`config.mk`:
```
export PLATFORM = sky130hd
export DESIGN_NAME = wb_regfile
export DESIGN_NICKNAME = d
export VERILOG_FILES = /design/src/rtl/riscv_pkg.sv /design/src/rtl/wb_regfile_load_formatter.sv /design/src/rtl/wb_regfile.sv
export SDC_FILE = /design/constraint.sdc
export NUM_CORES = 2
export LEC_CHECK = 0
export ABC_CLOCK_PERIOD_IN_PS = 5900
export BUFFER_PORTS_ARGS = -buffer_cell sky130_fd_sc_hd__buf_2
export CAP_MARGIN = 15
export CORE_ASPECT_RATIO = 1.4
export CORE_MARGIN = 2
export CORE_UTILIZATION = 30
export CTS_CLUSTER_SIZE = 12
export DETAILED_ROUTE_END_ITERATION = 7
export PLACE_DENSITY = 0.51
export SETUP_SLACK_MARGIN = 0.02
export SYNTH_ARGS = -nofsm -noshare
export SYNTH_HDL_FRONTEND = slang
export SYNTH_SLANG_ARGS = --single-unit
```
`constraint.sdc`:
```
create_clock -name clk -period 5.9 [get_ports clk]
set_clock_uncertainty 0.1 [all_clocks]
set_input_delay 0 -clock clk [delete_from_list [all_inputs] [get_ports clk]]
set_output_delay 0 -clock clk [all_outputs]
set_load 0.02 [all_outputs]
```
`src/rtl/riscv_pkg.sv`:
```
// Shared definitions for the RV32I pipeline: writeback select encoding,
// load funct3 codes and the default data width.
package riscv_pkg;

  localparam int XLEN_DEF = 32;

  // Writeback source select carried in the MEM/WB control buffer
  typedef enum logic [1:0] {
    WB_ALU = 2'b00,
    WB_MEM = 2'b01,
    WB_PC4 = 2'b10,
    WB_CSR = 2'b11
  } wb_sel_e;

  // Load-type funct3 codes
  localparam logic [2:0] F3_LB  = 3'b000;
  localparam logic [2:0] F3_LH  = 3'b001;
  localparam logic [2:0] F3_LW  = 3'b010;
  localparam logic [2:0] F3_LBU = 3'b100;
  localparam logic [2:0] F3_LHU = 3'b101;

  // True for the load types that sign-extend their result
  function automatic logic is_signed_load(input logic [2:0] f3);
    return (f3 == F3_LB) || (f3 == F3_LH);
  endfunction

endpackage

```
`src/rtl/wb_regfile_load_formatter.sv`:
```
// Load formatter: picks the addressed byte/halfword out of the raw memory
// word and sign- or zero-extends it to XLEN. Purely combinational.
module load_formatter
  import riscv_pkg::*;
#(
  parameter int XLEN = XLEN_DEF
) (
  input  logic [31:0]     word_i,
  input  logic [1:0]      off_i,
  input  logic [2:0]      funct3_i,
  output logic [XLEN-1:0] data_o
);

  logic [7:0]  byte_sel;
  logic [15:0] half_sel;
  logic        sext;

  // Lane selection; off_i[0] is ignored for halfwords since misaligned
  // accesses never reach this stage.
  always_comb begin
    byte_sel = word_i[7:0];
    case (off_i)
      2'd0: byte_sel = word_i[7:0];
      2'd1: byte_sel = word_i[15:8];
      2'd2: byte_sel = word_i[23:16];
      2'd3: byte_sel = word_i[31:24];
      default: byte_sel = word_i[7:0];
    endcase
    half_sel = off_i[1] ? word_i[31:16] : word_i[15:0];
  end

  assign sext = is_signed_load(funct3_i);

  // Extension by load type; unknown funct3 values pass the full word
  always_comb begin
    data_o = XLEN'($signed(word_i));
    case (funct3_i)
      F3_LB, F3_LBU: data_o = sext ? XLEN'($signed(byte_sel)) : XLEN'(byte_sel);
      F3_LH, F3_LHU: data_o = sext ? XLEN'($signed(half_sel)) : XLEN'(half_sel);
      F3_LW:         data_o = XLEN'($signed(word_i));
      default:       data_o = XLEN'($signed(word_i));
    endcase
  end

endmodule

```
`src/rtl/wb_regfile.sv`:
```
// Writeback stage and architectural integer register file. Selects the
// writeback value, commits it to x1..x(NREG-1), serves two decode read
// ports with same-cycle write bypass, and counts retired instructions.
module wb_regfile
  import riscv_pkg::*;
#(
  parameter int XLEN = XLEN_DEF,
  parameter int NREG = 32,
  parameter int CNTW = 64
) (
  input  logic            clk,
  input  logic            rst,
  input  logic            validW,
  input  logic            rf_enW,
  input  logic [1:0]      wb_selW,
  input  logic [4:0]      rdW,
  input  logic [XLEN-1:0] alu_resW,
  input  logic [XLEN-1:0] mem_rdataW,
  input  logic [2:0]      funct3W,
  input  logic [XLEN-1:0] pc4W,
  input  logic [XLEN-1:0] csr_rdataW,
  input  logic [4:0]      rs1D,
  input  logic [4:0]      rs2D,
  output logic [XLEN-1:0] rdata1D,
  output logic [XLEN-1:0] rdata2D,
  output logic [XLEN-1:0] wdataW,
  output logic            wr_fireW,
  output logic [CNTW-1:0] instret
);

  logic [XLEN-1:0] load_val;
  wb_sel_e         wb_sel;

  // x0 has no storage; index 0 is resolved in the read logic
  logic [XLEN-1:0] rf_q [1:NREG-1];
  logic [CNTW-1:0] instret_q;
  logic [CNTW-1:0] instret_d;

  load_formatter #(
    .XLEN (XLEN)
  ) u_fmt (
    .word_i   (mem_rdataW[31:0]),
    .off_i    (alu_resW[1:0]),
    .funct3_i (funct3W),
    .data_o   (load_val)
  );

  assign wb_sel = wb_sel_e'(wb_selW);

  // Writeback source mux; independent of validW so forwarding sees it early
  always_comb begin
    wdataW = alu_resW;
    case (wb_sel)
      WB_ALU:  wdataW = alu_resW;
      WB_MEM:  wdataW = load_val;
      WB_PC4:  wdataW = pc4W;
      WB_CSR:  wdataW = csr_rdataW;
      default: wdataW = alu_resW;
    endcase
  end

  // Deliberately not gated by rst: the bypass stays live during reset
  assign wr_fireW = validW & rf_enW & (rdW != 5'd0);

  // One storage word per architectural register, each with its own decode
  generate
    for (genvar gi = 1; gi < NREG; gi++) begin : g_reg
      // Reset clears the register; otherwise capture a write addressed here
      always_ff @(posedge clk) begin
        if (rst) begin
          rf_q[gi] <= '0;
        end else if (wr_fireW && (rdW == 5'(gi))) begin
          rf_q[gi] <= wdataW;
        end
      end
    end
  endgenerate

  // Two identical read ports: x0 -> 0, then write-first bypass, then storage
  logic [4:0]      rs_idx  [2];
  logic [XLEN-1:0] rd_data [2];

  assign rs_idx[0] = rs1D;
  assign rs_idx[1] = rs2D;

  generate
    for (genvar gi = 0; gi < 2; gi++) begin : g_rport
      // Combinational read with same-cycle bypass of the committing write
      always_comb begin
        rd_data[gi] = '0;
        if (rs_idx[gi] == 5'd0) begin
          rd_data[gi] = '0;
        end else if (wr_fireW && (rs_idx[gi] == rdW)) begin
          rd_data[gi] = wdataW;
        end else begin
          rd_data[gi] = rf_q[rs_idx[gi]];
        end
      end
    end
  endgenerate

  assign rdata1D = rd_data[0];
  assign rdata2D = rd_data[1];

  // Retired-instruction count; wraps silently at all-ones
  always_comb begin
    instret_d = instret_q;
    if (validW) begin
      instret_d = instret_q + CNTW'(1);
    end
  end

  // Counter register; reset wins over a retirement in the same cycle
  always_ff @(posedge clk) begin
    if (rst) begin
      instret_q <= '0;
    end else begin
      instret_q <= instret_d;
    end
  end

  assign instret = instret_q;

endmodule

```
==> results.md <==
* Setup CP Type: in -> out
* Via density at 5.84
* Share of power burned in combinational logic at 15.3%
* Share of cells above drive strength 1 at 22.9%
* Post-Syn Area per Cell at 12.1 um^2
* Lkg Pwr at 0.0230 uW
* Core footprint at 187000 um^2
* Dpl hpwl at 147 mm
* Internal power at 13300 uW
* Ys async rst share at 0%
* DRT Pass-1 Iters at 5
* Number of port buffers at 312
* Die ar. at 192000 um^2
* CTS Buf Count at 113
* Synth warnings at 0
* Post-synthesis cell type count at 68
* Mapped Nets at 4816
* Post-Synthesis Cells at 4663
* Least-Margin Pin Slew at 1.29 ns
* Dominant synthesized flop cell: edfxtp_1
* Worst hold slack at 0.0532 ns
* Worst relative slew slack at 13.4%
* Tmin final at 4.76 ns
* Worst Path Required at 5.80 ns
* Max FO, Critical Path at 42
* Post-Syn Area at 56500 um^2
* Seq/Total Area, Yosys at 55.0%
* Max Freq at 210 MHz
* Largest area contributor in the netlist: edfxtp_1
* DRT iter0 DRCs at 4819
* Final setup violation count at 0
* Sequential Power Share at 47.0%
* CTS H-tree lvls at 3
* Clock Latency Late Sink at 0.77 ns
* Clock root buffer: clkbuf_16
* Critical Path Sink Type: output pin
* Global-route wire length before repair at 326 mm
* Worst hold path class: in -> reg
* Fin. Hold Viols at 0
* Starting Density at 30.2%
* Sw Share at 28.5%
* Outcome: complete, no violations
* Resized cells post-CTS at 0
* RSZ-0062 raised after global routing: no
* Number of top-level pins at 313
* Setup TNS at 0 ns
* ANT nets after route at 0
* Fin crit share at 80.7%
* NetSw at 5300 uW
* CTS clk-pin slew, worst paths at 0.06 ns
* Vias in the first global route at 42900
* Area contributors post-synth: edfxtp_1, mux4_2, nor2_1
* CTS tree: yes
* Yosys reg bits at 1056
* Fin. max-slew vios at 0
* Area delta synth->final at 14.3%
* Std cell rows at 188
* Final GP Congestion at 0.944
* Final setup margin at 1.14 ns
* Max Cap Viol at 0
* Clock Sinks at 1056
* Arrival @ worst endpoint at 4.66 ns
* Fin nets at 4936
* Post-synth EDFFs at 992
* Longest Clk Path Bufs at 3
* Worst VDD drop at 244 uV
* Largest net degree at the start of global routing at 101
* DRC viols at 0
* Die span in x at 371 um
* Remaining Overflow, GRT at 0
* Routed Wire Length at 235 mm
* Initial antenna violation count at 22
* Clock power frac at 37.7%
* Crit path launch type: input pin
* Vias at 42900
* Pre-CTS setup slack at 1.75 ns
* Power per cell area at 288 nW/um^2
* Top cell type's share of synthesized area at 52.7%
* Total GRT Usage at 23.9%
* Average wire per standard cell at 32.0 um
* Die height at 518 um
==> flip-flops by register name (all words and copies together) (netlist names) <==
name and flops:
instret 64, rf_q 992
==> critical path, stage by stage <==
cell,delay [ns]
dlygate4sd3_1,0.53
dlygate4sd3_1,0.55
buf_2,0.16
nand2_1,0.31
a21oi_1,0.53
and3_2,0.66
buf_4,0.57
nor4_1,0.17
a211oi_1,0.78
buf_2,0.31
==> cells by family after synthesis <==
logic type                 synth area share (%)
xor gates and xnor gates                  0.635
and+or+nand+nor                            13.3
adders and majority gates                0.0221
DFF                                        55.0
muxes                                      19.5
buffers and inverters                      3.85
AOI/OAI and AO/OA                          7.73
==> power groups by stage <==
stage / Sequential (uW) / Clock [uW] / Combinational, uW
after floorplan: 8830 / 0 / 1650
after global placement: 8880 / 0 / 2780
after detailed placement: 8900 / 0 / 2780
after CTS: 8740 / 7130 / 2810
after global routing: 8790 / 7350 / 2940
final: 8750 / 7020 / 2840
==> final cells by class <==
cell class | instances | area [um^2]
Timing Repair Buffer | 496 | 3210
Clock inverter | 57 | 598
Inverter | 56 | 210
Clock buffer | 144 | 2940
Sequential cell | 1056 | 31100
Antenna cell | 10 | 25.0
Fill cell | 18600 | 123000
Tap cell | 2470 | 3090
Multi-Input combinational cell | 3060 | 23500
==> metal layers <==
metal / track usage, % / part of all wire, %
met1: 28.2 / 36
met2: 39.7 / 48
met3: 4.68 / 8.6
met4: 15.0 / 7.0
met5: 0 / 0.048
==> layout by cell type (no fill, tap or decap), types with 10 or more instances in the layout <==
cell type and instances:
a211oi_1 86, buf_2 306, or3_1 15, inv_1 54, clkbuf_16 113, xnor2_1 15, nand3_1 21, and3_1 10
buf_4 135, nand2_2 17, a211o_1 59, a21oi_1 131, nand4_1 34, clkinv_2 16, dlygate4sd3_1 41, nor2b_1 39
nand2_1 138, nand2b_1 29, dfxtp_1 64, a21o_1 16, mux2_2 45, a21o_2 31, mux2i_1 225, or4_1 16
nor3_1 85, clkbuf_1 31, o31ai_1 18, edfxtp_1 992, a222oi_1 11, diode_2 10, o22ai_1 67, nor2_1 1202
a22oi_1 25, nor4_1 78, a22o_1 50, o21ai_0 83, clkinv_1 26, xor2_1 26, or2_2 13, mux4_2 368
==> final timing paths <==
path,startpoint,end,slack (ns),depth (start not counted)
worst max-delay path,validW,rdata1D[24],1.14,10
worst min-delay path,mem_rdataW[9],rf_q[9][9]$_SDFFCE_PN0P_,0.05,5
worst max register to register,instret[6]$_SDFFE_PP0P_,instret[60]$_SDFFE_PP0P_,2.70,5
worst min register to register,instret[63]$_SDFFE_PP0P_,instret[63]$_SDFFE_PP0P_,0.39,2
==> per-stage QoR <==
| stage | util, % | std cells | total power [uW] | area (um^2) |
|---|---|---|---|---|
| floorplan | - | 4663 | 10500 | 56500 |
| global placement | 32.4 | 7095 | 11700 | 60600 |
| detailed placement | 32.4 | 7095 | 11700 | 60600 |
| CTS | 34.5 | 7337 | 18700 | 64600 |
| global route | 34.5 | 7343 | 19100 | 64600 |
| finish | 34.5 | 7349 | 18600 | 64600 |
==> Yosys cell counts (all sizes together) (80+ instances only) <==
| master | count |
|---|---|
| o21ai | 84 |
| buf | 128 |
| nor4 | 80 |
| a211oi | 86 |
| mux2i | 225 |
| clkbuf | 363 |
| nor2 | 1205 |
| nand2 | 155 |
| edfxtp | 992 |
| a21oi | 131 |
| nor3 | 87 |
| mux4 | 368 |
==> timing repair <==
| action | 4_1_cts | 5_1_grt |
|---|---|---|
| hold buffers | 41 | 0 |
| endpoints found under the setup margin | 0 | 0 |
| endpoints found under the hold margin | 529 | 0 |
| buffers inserted | 0 | 0 |
Note: power is estimated with default switching activity, not from simulation.
